**src/rtl/alu_ctrl_pkg.sv**
```systemverilog
// rtl/alu_ctrl_pkg.sv - controller states and ALU op codes shared by the shared-ALU slice
package alu_ctrl_pkg;

  typedef enum logic [1:0] {
    IDLE = 2'd0,
    EXEC = 2'd1,
    RESP = 2'd2
  } state_t;

  localparam logic [2:0] OP_AND   = 3'b000;
  localparam logic [2:0] OP_OR    = 3'b001;
  localparam logic [2:0] OP_XOR   = 3'b010;
  localparam logic [2:0] OP_NOT_A = 3'b011;
  localparam logic [2:0] OP_ADD   = 3'b100;
  localparam logic [2:0] OP_SUB   = 3'b101;
  localparam logic [2:0] OP_MUL   = 3'b110;
  localparam logic [2:0] OP_CMP   = 3'b111;

endpackage

```
**src/rtl/alu_share_ctrl_if.sv**
```systemverilog
// rtl/alu_share_ctrl_if.sv - command and response channels between requesters and the controller
interface alu_share_ctrl_if #(
  parameter int W  = 2,
  parameter int RW = 4,
  parameter int CW = 3
);
  logic [1:0]      req_valid;
  logic [1:0]      req_ready;
  logic [2*W-1:0]  req_a;
  logic [2*W-1:0]  req_b;
  logic [1:0]      req_cin;
  logic [2*CW-1:0] req_op;
  logic            rsp_valid;
  logic            rsp_ready;
  logic            rsp_id;
  logic [RW-1:0]   rsp_result;

  modport master (
    output req_valid, req_a, req_b, req_cin, req_op, rsp_ready,
    input  req_ready, rsp_valid, rsp_id, rsp_result
  );

  modport slave (
    input  req_valid, req_a, req_b, req_cin, req_op, rsp_ready,
    output req_ready, rsp_valid, rsp_id, rsp_result
  );
endinterface

```
**src/rtl/alu_share_ctrl_rr_arb2.sv**
```systemverilog
// rtl/alu_share_ctrl_rr_arb2.sv - two-way round-robin grant, combinational
module rr_arb2 (
  input  logic [1:0] valid,
  input  logic       ptr,
  output logic [1:0] grant
);
  always_comb begin
    grant = valid;
    if (valid == 2'b11) grant = ptr ? 2'b10 : 2'b01;
  end
endmodule

```
**src/rtl/alu_share_ctrl.sv**
```systemverilog
// rtl/alu_share_ctrl.sv - shares one ALU between two requesters, one command in flight
module alu_share_ctrl
  import alu_ctrl_pkg::*;
#(
  parameter int W    = 2,
  parameter int RW   = 4,
  parameter int CW   = 3,
  parameter int CNTW = 16
) (
  input  logic             clk,
  input  logic             rst,
  alu_share_ctrl_if.slave  bus,
  output logic [W-1:0]     alu_a,
  output logic [W-1:0]     alu_b,
  output logic             alu_cin,
  output logic [CW-1:0]    alu_ctrl,
  input  logic [RW-1:0]    alu_result,
  output logic             busy,
  output logic [CNTW-1:0]  op_count0,
  output logic [CNTW-1:0]  op_count1
);
  state_t          state, state_nxt;
  logic [1:0]      grant;
  logic            gid;
  logic            accept;
  logic            rr_ptr;
  logic [W-1:0]    lat_a, lat_b;
  logic            lat_cin;
  logic [CW-1:0]   lat_op;
  logic            id_q;
  logic [RW-1:0]   result_q;

  rr_arb2 u_arb (
    .valid (bus.req_valid),
    .ptr   (rr_ptr),
    .grant (grant)
  );

  assign gid            = grant[1];
  assign bus.rsp_id     = id_q;
  assign bus.rsp_result = result_q;

  always_ff @(posedge clk) begin
    if (rst) state <= IDLE;
    else     state <= state_nxt;
  end

  // req_ready is gated by rst so nothing is offered while reset is held
  always_comb begin
    state_nxt     = state;
    bus.req_ready = 2'b00;
    bus.rsp_valid = 1'b0;
    accept        = 1'b0;
    alu_a         = '0;
    alu_b         = '0;
    alu_cin       = 1'b0;
    alu_ctrl      = '0;
    busy          = (state != IDLE);
    case (state)
      IDLE: begin
        bus.req_ready = rst ? 2'b00 : grant;
        accept        = !rst && (grant != 2'b00);
        if (accept) state_nxt = EXEC;
      end
      EXEC: begin
        alu_a     = lat_a;
        alu_b     = lat_b;
        alu_cin   = lat_cin;
        alu_ctrl  = lat_op;
        state_nxt = RESP;
      end
      RESP: begin
        bus.rsp_valid = 1'b1;
        if (bus.rsp_ready) state_nxt = IDLE;
      end
      default: state_nxt = IDLE;
    endcase
  end

  always_ff @(posedge clk) begin
    if (rst) begin
      rr_ptr    <= 1'b0;
      lat_a     <= '0;
      lat_b     <= '0;
      lat_cin   <= 1'b0;
      lat_op    <= '0;
      id_q      <= 1'b0;
      result_q  <= '0;
      op_count0 <= '0;
      op_count1 <= '0;
    end else begin
      if (accept) begin
        rr_ptr  <= ~gid;
        lat_a   <= gid ? bus.req_a[2*W-1:W]   : bus.req_a[W-1:0];
        lat_b   <= gid ? bus.req_b[2*W-1:W]   : bus.req_b[W-1:0];
        lat_cin <= gid ? bus.req_cin[1]       : bus.req_cin[0];
        lat_op  <= gid ? bus.req_op[2*CW-1:CW] : bus.req_op[CW-1:0];
        id_q    <= gid;
      end
      if (state == EXEC) result_q <= alu_result;
      if (state == RESP && bus.rsp_ready) begin
        if (!id_q && op_count0 != {CNTW{1'b1}}) op_count0 <= op_count0 + CNTW'(1);
        if ( id_q && op_count1 != {CNTW{1'b1}}) op_count1 <= op_count1 + CNTW'(1);
      end
    end
  end
endmodule

```
**src/flat_wrapper.sv**
```systemverilog
// flat-port wrapper written by rule: the top's interface ports become plain ports
module alu_share_ctrl_flat import alu_ctrl_pkg::*;
#(
  parameter int W    = 2,
  parameter int RW   = 4,
  parameter int CW   = 3,
  parameter int CNTW = 16
)
  (clk, rst, alu_a, alu_b, alu_cin, alu_ctrl, alu_result, busy, op_count0, op_count1, bus_req_valid, bus_req_a, bus_req_b, bus_req_cin, bus_req_op, bus_rsp_ready, bus_req_ready, bus_rsp_valid, bus_rsp_id, bus_rsp_result);
  alu_share_ctrl_if #(.W(W), .RW(RW), .CW(CW)) bus_i ();
  input  logic clk;
  input  logic rst;
  output logic [W-1:0] alu_a;
  output logic [W-1:0] alu_b;
  output logic alu_cin;
  output logic [CW-1:0] alu_ctrl;
  input  logic [RW-1:0] alu_result;
  output logic busy;
  output logic [CNTW-1:0] op_count0;
  output logic [CNTW-1:0] op_count1;
  input wire logic [$bits(bus_i.req_valid)-1:0] bus_req_valid;
  input wire logic [$bits(bus_i.req_a)-1:0] bus_req_a;
  input wire logic [$bits(bus_i.req_b)-1:0] bus_req_b;
  input wire logic [$bits(bus_i.req_cin)-1:0] bus_req_cin;
  input wire logic [$bits(bus_i.req_op)-1:0] bus_req_op;
  input wire logic [$bits(bus_i.rsp_ready)-1:0] bus_rsp_ready;
  output wire logic [$bits(bus_i.req_ready)-1:0] bus_req_ready;
  output wire logic [$bits(bus_i.rsp_valid)-1:0] bus_rsp_valid;
  output wire logic [$bits(bus_i.rsp_id)-1:0] bus_rsp_id;
  output wire logic [$bits(bus_i.rsp_result)-1:0] bus_rsp_result;
  assign bus_i.req_valid = bus_req_valid;
  assign bus_i.req_a = bus_req_a;
  assign bus_i.req_b = bus_req_b;
  assign bus_i.req_cin = bus_req_cin;
  assign bus_i.req_op = bus_req_op;
  assign bus_i.rsp_ready = bus_rsp_ready;
  assign bus_req_ready = bus_i.req_ready;
  assign bus_rsp_valid = bus_i.rsp_valid;
  assign bus_rsp_id = bus_i.rsp_id;
  assign bus_rsp_result = bus_i.rsp_result;
  alu_share_ctrl #(.W(W), .RW(RW), .CW(CW), .CNTW(CNTW)) u_core (.clk(clk), .rst(rst), .bus(bus_i), .alu_a(alu_a), .alu_b(alu_b), .alu_cin(alu_cin), .alu_ctrl(alu_ctrl), .alu_result(alu_result), .busy(busy), .op_count0(op_count0), .op_count1(op_count1));
endmodule
```
**config.mk**
```make
export PLATFORM = sky130hd
export DESIGN_NAME = alu_share_ctrl_flat
export DESIGN_NICKNAME = d
export VERILOG_FILES = /design/src/rtl/alu_ctrl_pkg.sv /design/src/rtl/alu_share_ctrl_if.sv /design/src/rtl/alu_share_ctrl_rr_arb2.sv /design/src/rtl/alu_share_ctrl.sv /design/src/flat_wrapper.sv
export SDC_FILE = /design/constraint.sdc
export NUM_CORES = 1
export LEC_CHECK = 0
export CORE_ASPECT_RATIO = 0.9
export CORE_MARGIN = 8
export CORE_UTILIZATION = 47
export CTS_CLUSTER_SIZE = 28
export DETAILED_ROUTE_END_ITERATION = 12
export PLACE_DENSITY = 0.82
export SLEW_MARGIN = 15
export SYNTH_ARGS = -nofsm -noshare
export SYNTH_HDL_FRONTEND = slang
export SYNTH_HIERARCHICAL = 1
export SYNTH_SLANG_ARGS = --single-unit
```
**constraint.sdc**
```tcl
create_clock -name clk -period 2.1 [get_ports clk]
set_input_delay 0.315 -clock clk [delete_from_list [all_inputs] [get_ports clk]]
set_output_delay 0.315 -clock clk [all_outputs]
set_load 0.005 [all_outputs]
```
# == Word level (Yosys, flattened, before mapping) ==
# Index checks and enable logic that the tools add are counted.
# totals
regBits,48
input_bits,25
output_inout_bits,49
word_cells,49
# classes
n_addsub,2
n_eq_ne,7
muxes,17
n_bitwise,1
reduce_logical,12
# ops
cell,count
$add A16 B1 Y16 const B,2
$ne A16 B16 Y1 const B,2
$mux W2,10
$mux W3,2
$pmux W2 S3,1
$reduce_and A2 Y1,3
$eq A2 B2 Y1 const B,2
$logic_and A1 B1 Y1,4
$mux W1,4
$reduce_bool A2 Y1,2
$eq A2 B1 Y1 const B,1
$logic_not A1 Y1,2
$logic_not A2 Y1,1
$ne A2 B1 Y1 const B,1
$ne A2 B2 Y1 const B,1
$not A1 Y1,1

# == Logic depth before layout (Yosys ltp) ==
# Gate-level depths: netlist of run 1.
# depth
ltp_word,6
mapped_depth,7
ltp_nobuf,5

# == By module ==
# Netlist of run 1, hierarchy kept.
# modules_own_cells
module,instances,cells_each,area_per_inst_um2,seq_area_each_um2
alu_share_ctrl,1,278,2428.6,960.9
rr_arb2,1,3,18.8,0.0

# == Worst setup path after synthesis of run 1 ==
# OpenSTA, ideal clock, no wires.
# synth_timing
path_kind,flip-flop to flip-flop
start,register u_core.op_count0[8]
end,register u_core.op_count0[13]
setup_time_ps,121
arrival_ps,1654
required_ps,1979
slack_ps,326
path_stages_with_launch,6
n_path_buf,1
synth_period_minus_slack_ps,1774
path_cell_list,dfxtp_1 -> nand4_1 -> or2_2 -> clkbuf_1 -> nor4b_1 -> mux2_2
# synth_between
elab_chain_len,3
elab_cells_between_ends,4
classes_between,add/sub (1); eq/ne (1); reduce/logical (2)
# synth_rtl
item,line_no,text
"start, declared",alu_share_ctrl.sv:19,"output logic [CNTW-1:0] op_count0,"
"start signal, assigned",alu_share_ctrl.sv:102,if (!id_q && op_count0 != {CNTW{1'b1}}) op_count0 <= op_count0 + CNTW'(1);
branches (longest 3 deep; another with $add A16 B1 Y16),n/a,
# Several ways; the timed one is not identified.
# A chain may end at the register's enable or synchronous reset.

# == Worst setup path in the final report of run 1 ==
# layout_timing
start,register u_core.state[0]
end,output alu_ctrl[0]
# layout_between
elab_chain_len,2
# layout_rtl
item,line_no,text
"start, declared",alu_share_ctrl.sv:22,"state_t state, state_nxt;"
"start signal, assigned",alu_share_ctrl.sv:45,else state <= state_nxt;
$eq A2 B1 Y1,alu_share_ctrl.sv:59,case (state)
$mux W3,alu_share_ctrl.sv:59,
"end, declared",flat_wrapper.sv:16,output logic [CW-1:0] alu_ctrl;
# Every way passes these cells.

==> summary.md, run 1 <==
| Metric | Value |
|---|---|
| Routed via count divided by cell count | 5.544 |
| Diode count | 0 |
| Overall global routing resource usage | 0.1586 |
| Actual slew at the worst max-slew pin | 0.6102 ns |
| Top-level I/O count | 74 |
| Total CTS buffers | 5 |
| Max-slew violation total from the final report | 0 |
| Source-to-sink clock delay at the later pin of the worst-skew pair | 0.30 ns |
| Clock transition time at the flip-flop clock pins of the worst setup and hold paths | 0.09 ns |
| Max Clock Skew | 0.006332 ns |
| Placement-stage cell area | 3294 um^2 |
| CP max stage delay | 0.51 ns |
| Startpoint of the worst register-to-register path | u_core/op_count1[3]$_SDFFE_PP0P_ |
| Final-layout fill cell count | 435 |
| Commonest non-fill, non-tap cells in the layout | clkdlybuf4s50_1 (72), dfxtp_1 (47), a21oi_1 (26), nor2_1 (24), nand2_1 (20) |
| DR pass1 iterations | 4 |
| Number of cell rows | 25 |
| Mapped Nets | 308 |
| Category of the critical setup timing path | register to primary output |
| Dpl ws | -0.08729 ns |
| Via count of the first global-routing pass | 2211 |
| Starting density of the core | 0.4771 |
| Number of failing hold endpoints at the final stage | 0 |
| Maximum net fanout on the critical path | 8 |
| Run status | finished clean |
| Unrepaired setup endpoints after global routing | false |
| Cell accounting for the most synthesized area | dfxtp_1 |
| Sequential area share after synthesis | 0.3926 |
| Leakage power figure | 1.171 nW |
| Max Fclk | 498.5 MHz |
| Number of antenna violations at the first check in global routing | 0 |
| Power per cell area | 522.6 nW/um^2 |
| Die Area | 7775 um^2 |
| Buffers plus inverters on the worst setup path | 2 |
| Max-Slew Margin vs Limit | 0.5895 |
| Core Region | 5130 um^2 |
| Number of placed instances with taps included | 420 |
| Final setup fails | 0 |
| Port Buf Inserts | 73 |
| Area taken by multi-input logic gates | 1389 um^2 |
| VDD IR max | 0.3678 mV |
| Post-layout total power | 1.771 mW |
| Overflow left after global routing | 0 |
| Most common cell after layout, fill and taps aside | clkdlybuf4s50_1 |
| Clk Tree Root Cell | clkbuf_8 |
| Final standard cell count with taps included and fillers excluded | 428 |
| Maximum number of buffers from clock root to sink | 2 |
| Post-Syn Instances | 281 |
| Sequential cell area | 962.2 um^2 |
| Worst Hold Class | primary input to register |
| DIE HEIGHT | 84.46 um |
| First-pass GRT wire length | 10430 um |
| Area of all placed cells without fillers | 3388 um^2 |
| DP Wirelength | 4676 um |
| Reg2Reg Capture Point | u_core/op_count1[9]$_SDFFE_PP0P_ |
| Post-route worst setup slack | 0.09384 ns |
| Hold wc startpoint | rst |
| Layout Area Growth over Synthesis | 38.45% |
| Hold Path Stages | 3 |
| Endpoint kind of the worst setup timing path | primary output |
| Syn_area_per_cell | 8.709 um^2 |
| Pin count of the biggest net entering global routing | 61 |
| Gpl congestion | 0.8313 |
| Final layout net count | 387 |
| Unique masters post-synth | 46 |
| # Max-Cap Violations | 0 |
| Share of synthesized flip-flops with an asynchronous set or reset | 0 |
| Depth of the worst register-to-register path | 4 |
| Endpoint of the worst hold path | u_core/state[0]$_SDFFE_PP0P_ |
| Top cell family by delay on the critical path | buffers and inverters |
| Reg2reg setup slack | 0.20 ns |
| Sequence of cells on the critical path | nor2b_1 -> buf_4 -> and2_1 -> clkdlybuf4s50_1 |
| Detailed-route wire length | 6333 um |
| Shortest clock period the worst path allows after layout | 2.006 ns |
| Worst setup SP type | register |
| Share of the cycle needed by the critical path after routing | 0.9553 |
| Number of nets with antenna violations after routing | 0 |
| Die W | 92.07 um |
| CTS Hold Buffers Added | 0 |
| Routed via count | 2373 |
| Number of enable-type register cells in the synthesized netlist | 0 |
| Data arrival time of the worst path | 1.69 ns |
| Sinks on the clock net | 48 |
| Total of warnings raised by yosys | 6 |
| H-Tree Depth | 2 |
| Area share of the largest cell type after synthesis | 0.3926 |
| Number of design rule violations left after detail routing | 0 |
| Cell with the biggest individual delay on the critical path | clkdlybuf4s50_1 |
| Flip-flop and latch count after synthesis | 48 |
| Clock tree from TritonCTS | built |
| Main flop type after synthesis | dfxtp_1 |
| Proportion of layout cells with a drive suffix above 1 | 0.1191 |
| Leading post-synthesis cells by cell area | dfxtp_1 (39%), a21oi_1 (5.3%), mux2_2 (5.1%) |
| Required @ worst endpoint | 1.78 ns |
| Routed WL per cell | 14.80 um |
| Violation count after the first detailed-route iteration | 125 |
| Cell area after synthesis | 2447 um^2 |
| Total negative setup slack | 0 ns |
## stage by stage
stage          utilization  hold WS [ns]
3_3_place_gp        0.6422        0.4435
4_1_cts             0.6605        0.3009
5_1_grt             0.6605        0.3070
3_5_place_dp        0.6422        0.4480
2_1_floorplan            -        0.4510
6_report            0.6605        0.3033
## report_power, final
part	internal, mW	switching (mW)
logic	0.133	0.102
registers	0.940	0.0202
clock network	0.263	0.312
total	1.34	0.434
## worst register-to-register path, stage by stage, from the launching register on
cell       delay [ns]
dfxtp_1          0.43
nand4_2          0.15
or2_1            0.38
a2111oi_0        0.46
mux2_2           0.38
## worst max-delay path by stage
stage               cells past startpoint  slack, ns                                 to                        startpoint
floorplan                               5       0.33  u_core/op_count0[13]$_SDFFE_PP0P_  u_core/op_count0[8]$_SDFFE_PP0P_
detailed placement                      5      -0.09   u_core/op_count1[9]$_SDFFE_PP0P_                     bus_rsp_ready
global placement                        5     -0.002  u_core/op_count1[11]$_SDFFE_PP0P_                     bus_rsp_ready
global route                            4       0.01                           alu_a[0]      u_core/state[0]$_SDFFE_PP0P_
finish                                  4       0.09                        alu_ctrl[0]      u_core/state[0]$_SDFFE_PP0P_
CTS                                     4       0.07                        alu_ctrl[0]      u_core/state[0]$_SDFFE_PP0P_
## cells in the mapped netlist, drive strengths merged (7+ instances only)
library cell   n
clkbuf         8
mux2          11
mux2i         10
a21oi         26
buf            8
dfxtp         48
nand4          7
and2          11
nor2          24
o31ai          7
or4           11
nand3         10
nand2         20
a211oi        10
nor2b         14
## kinds of logic after synthesis
logic type / share of synthesized area
DFF: 0.3926
muxes: 0.09152
AOI/OAI and AO/OA: 0.1713
adders and majority gates: 0.01022
and+or+nand+nor: 0.2945
buffers and inverters: 0.03988
## layer usage
layer / vias up / GRT usage / wire length (um)
met1: 1115 / 0.1946 / 2890
met4: 0 / 0.06287 / 108
met3: 11 / 0.03832 / 275
met5: - / 0 / 0
li1: 1192 / - / -
met2: 55 / 0.2591 / 3058
## what timing repair did
action / 4_1_cts / 5_1_grt
endpoints found under the hold margin: 0 / 0
setup endpoints to repair: 1 / 0
resized for setup: 1 / 0
setup buffers: 0 / 0
## registers in the layout, indices dropped and copies added, names as in the netlist
| signal | flops |
|---|---|
| u_core/bus.rsp_id | 1 |
| u_core/bus.rsp_result | 4 |
| u_core/lat_a | 2 |
| u_core/lat_b | 2 |
| u_core/lat_cin | 1 |
| u_core/lat_op | 3 |
| u_core/op_count0 | 16 |
| u_core/op_count1 | 16 |
| u_core/rr_ptr | 1 |
| u_core/state | 2 |
## cell type report
cell class                 count  area share
clock inverter                 2    0.002954
tap                           67     0.02474
timing repair buffer          88      0.2474
inverter                       6    0.006647
clock buffer                   6     0.02437
multi-input combinational    211      0.4099
sequential                    48      0.2840
Note: power is estimated with default switching activity, not from simulation.
==> run 2, diff against run 1 <==
- CORE_ASPECT_RATIO: 0.9 -> 1.1
- SLEW_MARGIN: 15 -> unset
==> summary.md, run 2 (synthesis results as in run 1) <==
| Metric | Value |
|---|---|
| H-Tree Depth | 2 |
| Max-slew violation total from the final report | 0 |
| Run status | finished clean |
| Max-Slew Margin vs Limit | 0.6146 |
| Layout Area Growth over Synthesis | 38.65% |
| Detailed-route wire length | 6378 um |
| Overall global routing resource usage | 0.1660 |
| Final layout net count | 387 |
| Violation count after the first detailed-route iteration | 89 |
| Overflow left after global routing | 0 |
| Proportion of layout cells with a drive suffix above 1 | 0.1167 |
| Clock transition time at the flip-flop clock pins of the worst setup and hold paths | 0.09 ns |
| Data arrival time of the worst path | 1.69 ns |
| Actual slew at the worst max-slew pin | 0.5780 ns |
| Area taken by multi-input logic gates | 1389 um^2 |
| Sequential cell area | 962.2 um^2 |
| Via count of the first global-routing pass | 2196 |
| Routed via count divided by cell count | 5.672 |
| Routed via count | 2371 |
| Clock tree from TritonCTS | built |
| Number of cell rows | 27 |
| Port Buf Inserts | 73 |
| Starting density of the core | 0.4895 |
| Maximum net fanout on the critical path | 12 |
| Power per cell area | 530.3 nW/um^2 |
| Die W | 84.80 um |
| Placement-stage cell area | 3296 um^2 |
| First-pass GRT wire length | 10680 um |
| Max Clock Skew | 0.007109 ns |
| Leakage power figure | 1.174 nW |
| Core Region | 5000 um^2 |
| Worst setup SP type | register |
| Source-to-sink clock delay at the later pin of the worst-skew pair | 0.30 ns |
| Endpoint kind of the worst setup timing path | primary output |
| Post-layout utilization of the core | 0.6787 |
| # Max-Cap Violations | 0 |
| Die Area | 7774 um^2 |
| Final standard cell count with taps included and fillers excluded | 418 |
| Share of the cycle needed by the critical path after routing | 0.9546 |
| Post-CTS repair timing setup buffer count | 0 |
| Number of antenna violations at the first check in global routing | 0 |
| Number of failing hold endpoints at the final stage | 0 |
| Maximum number of buffers from clock root to sink | 2 |
| Shortest clock period the worst path allows after layout | 2.005 ns |
| Required @ worst endpoint | 1.78 ns |
| DIE HEIGHT | 91.68 um |
| Post-layout total power | 1.799 mW |
| Clk Tree Root Cell | clkbuf_8 |
| Worst Hold Class | register to register |
| DR pass1 iterations | 4 |
| Gpl congestion | 0.7733 |
| Number of placed instances with taps included | 411 |
| Unrepaired setup endpoints after global routing | false |
| Routed WL per cell | 15.26 um |
| Sinks on the clock net | 48 |
| Number of nets with antenna violations after routing | 0 |
| Final-layout fill cell count | 415 |
| Most common cell after layout, fill and taps aside | clkdlybuf4s50_1 |
| Final setup fails | 0 |
| DP Wirelength | 4636 um |
| Area of all placed cells without fillers | 3393 um^2 |
| Pin count of the biggest net entering global routing | 61 |
| Number of design rule violations left after detail routing | 0 |
| Commonest non-fill, non-tap cells in the layout | clkdlybuf4s50_1 (72), dfxtp_1 (47), a21oi_1 (26), nor2_1 (24), nand2_1 (20) |
| Top-level I/O count | 74 |
| Diode count | 0 |
| Total CTS buffers | 5 |
| VDD IR max | 0.4002 mV |
| Max Fclk | 498.9 MHz |
| Category of the critical setup timing path | register to primary output |
-- run 2: final timing paths --
check | start | endpoint | slack [ns] | cells after the start
max reg2reg | u_core/op_count0[3]$_SDFFE_PP0P_ | u_core/op_count0[13]$_SDFFE_PP0P_ | 0.23 | 4
max | u_core/state[0]$_SDFFE_PP0P_ | alu_ctrl[0] | 0.1 | 4
min reg2reg | u_core/bus.rsp_result[1]$_SDFFE_PP0N_ | u_core/bus.rsp_result[1]$_SDFFE_PP0N_ | 0.46 | 2
min | u_core/bus.rsp_result[1]$_SDFFE_PP0N_ | u_core/bus.rsp_result[1]$_SDFFE_PP0N_ | 0.46 | 2
-- run 2: report_power, final --
group	switching (mW)	internal [mW]	total (mW)
Sequential	0.0195	0.940	0.960
Combinational	0.103	0.136	0.239
Clock	0.307	0.294	0.601
Total	0.430	1.37	1.80
-- run 2: repair_timing --
item | 4_1_cts | 5_1_grt
setup endpoints to repair | 1 | 0
hold buffers | 0 | 0
gates resized for setup | 1 | 0
-- run 2: layout make-up --
type	instances	share of cell area
sequential	48	0.2836
multi-input combinational	211	0.4093
clock buffer	7	0.02839
inverter	6	0.006637
tap	58	0.02139
timing repair buffer	88	0.2507
-- run 2: critical path: stages (launching register included) --
cell and delay [ns]:
dfxtp_2 0.38, nor2b_1 0.15, buf_4 0.19, and2_1 0.15
clkdlybuf4s50_1 0.52
-- run 2: routing by layer --
metal  part of all wire  global-route usage  wire [um]
met1               0.42              0.1926       2681
met2               0.52              0.2884       3309
met3              0.047             0.03747        297
met4              0.014             0.06686         89
met5                  0                   0          0
-- run 2: stage by stage --
step / hold slack (ns) / setup TNS (ns) / worst slack (ns)
final: 0.4626 / 0 / 0.09543
after global routing: 0.4891 / 0 / 0.002882
after CTS: 0.4639 / 0 / 0.05816
after detailed placement: 0.4494 / -0.4652 / -0.1252
after global placement: 0.4428 / -0.1176 / -0.03883
after floorplan: 0.4510 / 0 / 0.3258
==> run 3, diff against run 2 <==
- CORE_UTILIZATION: 47 -> 46
- PLACE_DENSITY: 0.82 -> 0.81
- SYNTH_HIERARCHICAL: 1 -> unset
==> summary.md, run 3 <==
| Metric | Value |
|---|---|
| Run status | finished clean |
| Starting density of the core | 0.4760 |
| Top Usage Layer GRT | met2 |
| Detailed-route wire length | 6671 um |
| Category of the critical setup timing path | register to primary output |
| Flip-flop and latch count after synthesis | 48 |
| DIE HEIGHT | 91.44 um |
| Clock tree from TritonCTS | built |
| Top cell family by delay on the critical path | buffers and inverters |
| Number of design rule violations left after detail routing | 0 |
| Die Area | 7734 um^2 |
| Main flop type after synthesis | dfxtp_1 |
| Required @ worst endpoint | 1.78 ns |
| Commonest non-fill, non-tap cells in the layout | clkdlybuf4s50_1 (66), dfxtp_1 (47), a21oi_1 (29), buf_4 (25), nand2_1 (22) |
| Most common cell after layout, fill and taps aside | clkdlybuf4s50_1 |
| Number of cell rows | 27 |
| Cell area after synthesis | 2380 um^2 |
| Via count of the first global-routing pass | 2413 |
| Cell with the biggest individual delay on the critical path | clkdlybuf4s50_1 |
| Clock transition time at the flip-flop clock pins of the worst setup and hold paths | 0.09 ns |
| CP max stage delay | 0.49 ns |
| H-Tree Depth | 2 |
| Buffers plus inverters on the worst setup path | 3 |
| Data arrival time of the worst path | 1.70 ns |
| CTS Hold Buffers Added | 0 |
| Proportion of layout cells with a drive suffix above 1 | 0.1061 |
| Overflow left after global routing | 0 |
| Sequential area share after synthesis | 0.4038 |
| Area taken by multi-input logic gates | 1345 um^2 |
| Levels on crit path | 5 |
| Top-level I/O count | 74 |
| Core Region | 5000 um^2 |
| Number of enable-type register cells in the synthesized netlist | 0 |
| Unrepaired setup endpoints after global routing | false |
| Syn_area_per_cell | 8.409 um^2 |
| Final standard cell count with taps included and fillers excluded | 435 |
| Source-to-sink clock delay at the later pin of the worst-skew pair | 0.31 ns |
| Maximum number of buffers from clock root to sink | 2 |
| Gpl congestion | 0.8109 |
| Depth of the worst register-to-register path | 5 |
| Final Hold Slack | 0.4603 ns |
| Total negative setup slack | 0 ns |
| Final layout net count | 403 |
| Global-route met1 utilization | 0.1890 |
| Hold wc startpoint | u_core.bus.rsp_result[1]$_SDFFE_PP0N_ |
| Timing startpoint of the critical path | u_core.state[0]$_SDFFE_PP0P_ |
| Mapped Nets | 310 |
| Max Fclk | 496.2 MHz |
| Post-Syn Instances | 283 |
| Total CTS buffers | 5 |
| Final setup fails | 0 |
| Shortest clock period the worst path allows after layout | 2.015 ns |
| Actual slew at the worst max-slew pin | 0.5506 ns |
| Sequential cell area | 962.2 um^2 |
| Area share of the largest cell type after synthesis | 0.4038 |
| Clk Tree Root Cell | clkbuf_8 |
| Reg2reg setup slack | 0.17 ns |
| Overall global routing resource usage | 0.1730 |
| Leading post-synthesis cells by cell area | dfxtp_1 (40%), a21oi_1 (6.1%), nand3_1 (4.2%) |
| Sinks on the clock net | 48 |
| DR pass1 iterations | 4 |
| Power per cell area | 544.6 nW/um^2 |
| Routed via count | 2530 |
| Cell accounting for the most synthesized area | dfxtp_1 |
| Max-Slew Margin vs Limit | 0.6301 |
| Startpoint of the worst register-to-register path | u_core.state[1]$_SDFFE_PP0P_ |
| Worst Hold Class | register to register |
| Violation count after the first detailed-route iteration | 94 |
| Hold Path Stages | 2 |
| Number of failing hold endpoints at the final stage | 0 |
| Max Clock Skew | 0.008556 ns |
| Routed WL per cell | 15.34 um |
| Number of nets with antenna violations after routing | 0 |
| First-pass GRT wire length | 11210 um |
| Leakage power figure | 1.309 nW |
| Layout Area Growth over Synthesis | 45.27% |
| Post-layout utilization of the core | 0.6914 |
| Share of the cycle needed by the critical path after routing | 0.9597 |
| Most used standard cells in the synthesized netlist | dfxtp_1 (48), a21oi_1 (29), nand2_1 (22) |
| DP Wirelength | 4904 um |
| Sequence of cells on the critical path | buf_4 -> nor2b_1 -> buf_4 -> and2_1 -> clkdlybuf4s50_1 |
| Maximum net fanout on the critical path | 9 |
| Endpoint kind of the worst setup timing path | primary output |
| Total of warnings raised by yosys | 0 |
| Number of placed instances with taps included | 423 |
| Worst setup SP type | register |
| Diode count | 0 |
| Final-layout fill cell count | 420 |
| Pin count of the biggest net entering global routing | 41 |
| # Max-Cap Violations | 0 |
| Share of synthesized flip-flops with an asynchronous set or reset | 0 |
| Number of antenna violations at the first check in global routing | 0 |
| Max-slew violation total from the final report | 0 |
| Most instantiated library cell after synthesis | dfxtp_1 |
| GR met2 Demand/Resource | 0.2943 |
| Cell with the most instances on the worst path | buf_4 |
| VDD IR max | 0.3667 mV |
| Die W | 84.58 um |
| Port Buf Inserts | 73 |
| Global-route met3 utilization | 0.06306 |
| Unique masters post-synth | 45 |
| Routed via count divided by cell count | 5.816 |
-- run 3: changes by cell type after synthesis, moves of 4 or more --
cell / delta
nor2_1: -18
mux2_2: -11
nand3_1: +11
o21ai_0: +10
nor2b_1: -9
a211oi_1: -8
o21ai_1: +6
o31ai_1: +6
and3_1: +4
nor3_1: +4
o41ai_1: -4
-- run 3: cell families (layout without fill, tap and decap cells) --
family	Yosys count	after routing	share of synthesized area
AOI/OAI and AO/OA	74	74	0.1851
adders and majority gates	2	2	0.01051
buffers and inverters	21	115	0.03418
DFF	48	48	0.4038
muxes	12	12	0.05205
and+or+nand+nor	126	126	0.3144
-- run 3: final cells by class --
| class | count | area share |
|---|---|---|
| clock buffers | 5 | 0.01991 |
| clock inverters | 3 | 0.01231 |
| inverters | 9 | 0.009772 |
| multi-input cells | 214 | 0.3891 |
| flip-flops and latches | 48 | 0.2783 |
| well taps | 58 | 0.02099 |
| repair buffers | 98 | 0.2696 |
-- run 3: worst reg2reg max path: cells and delay by family, from the launching register on --
kind                   cells  cell delay [ns]
and+or+nand+nor            3             0.86
DFF                        1             0.44
muxes                      1             0.36
buffers and inverters      1             0.16
-- run 3: path summary, 6_finish.rpt --
check                                           to
max                                    alu_ctrl[1]
min          u_core.bus.rsp_result[1]$_SDFFE_PP0N_
max reg2reg      u_core.op_count1[13]$_SDFFE_PP0P_
min reg2reg  u_core.bus.rsp_result[1]$_SDFFE_PP0N_
-- run 3: layer usage --
layer	routed length (um)	vias to the layer above
met5	0	-
met4	139	0
met3	482	11
met2	3248	76
met1	2801	1193
li1	-	1250
-- run 3: per-stage QoR --
step | setup WS [ns] | power, mW | instance area, um^2
detailed placement | -0.1184 | 1.212 | 3293
global placement | -0.08905 | 1.207 | 3293
floorplan | 0.2991 | 1.075 | 2380
CTS | 0.0008306 | 1.894 | 3411
finish | 0.08461 | 1.883 | 3457
global route | 0.0003875 | 1.962 | 3457
-- run 3: repair_timing --
item,4_1_cts,5_1_grt
buffers inserted,0,4
setup endpoints to repair,2,9
resized for setup,3,7
-- run 3: power breakdown --
group	total (mW)	internal, mW	leakage, nW	switching, mW
logic	0.238	0.138	0.865	0.101
registers	0.963	0.942	0.390	0.0213
clock network	0.681	0.353	0.0541	0.328
total	1.88	1.43	1.31	0.450
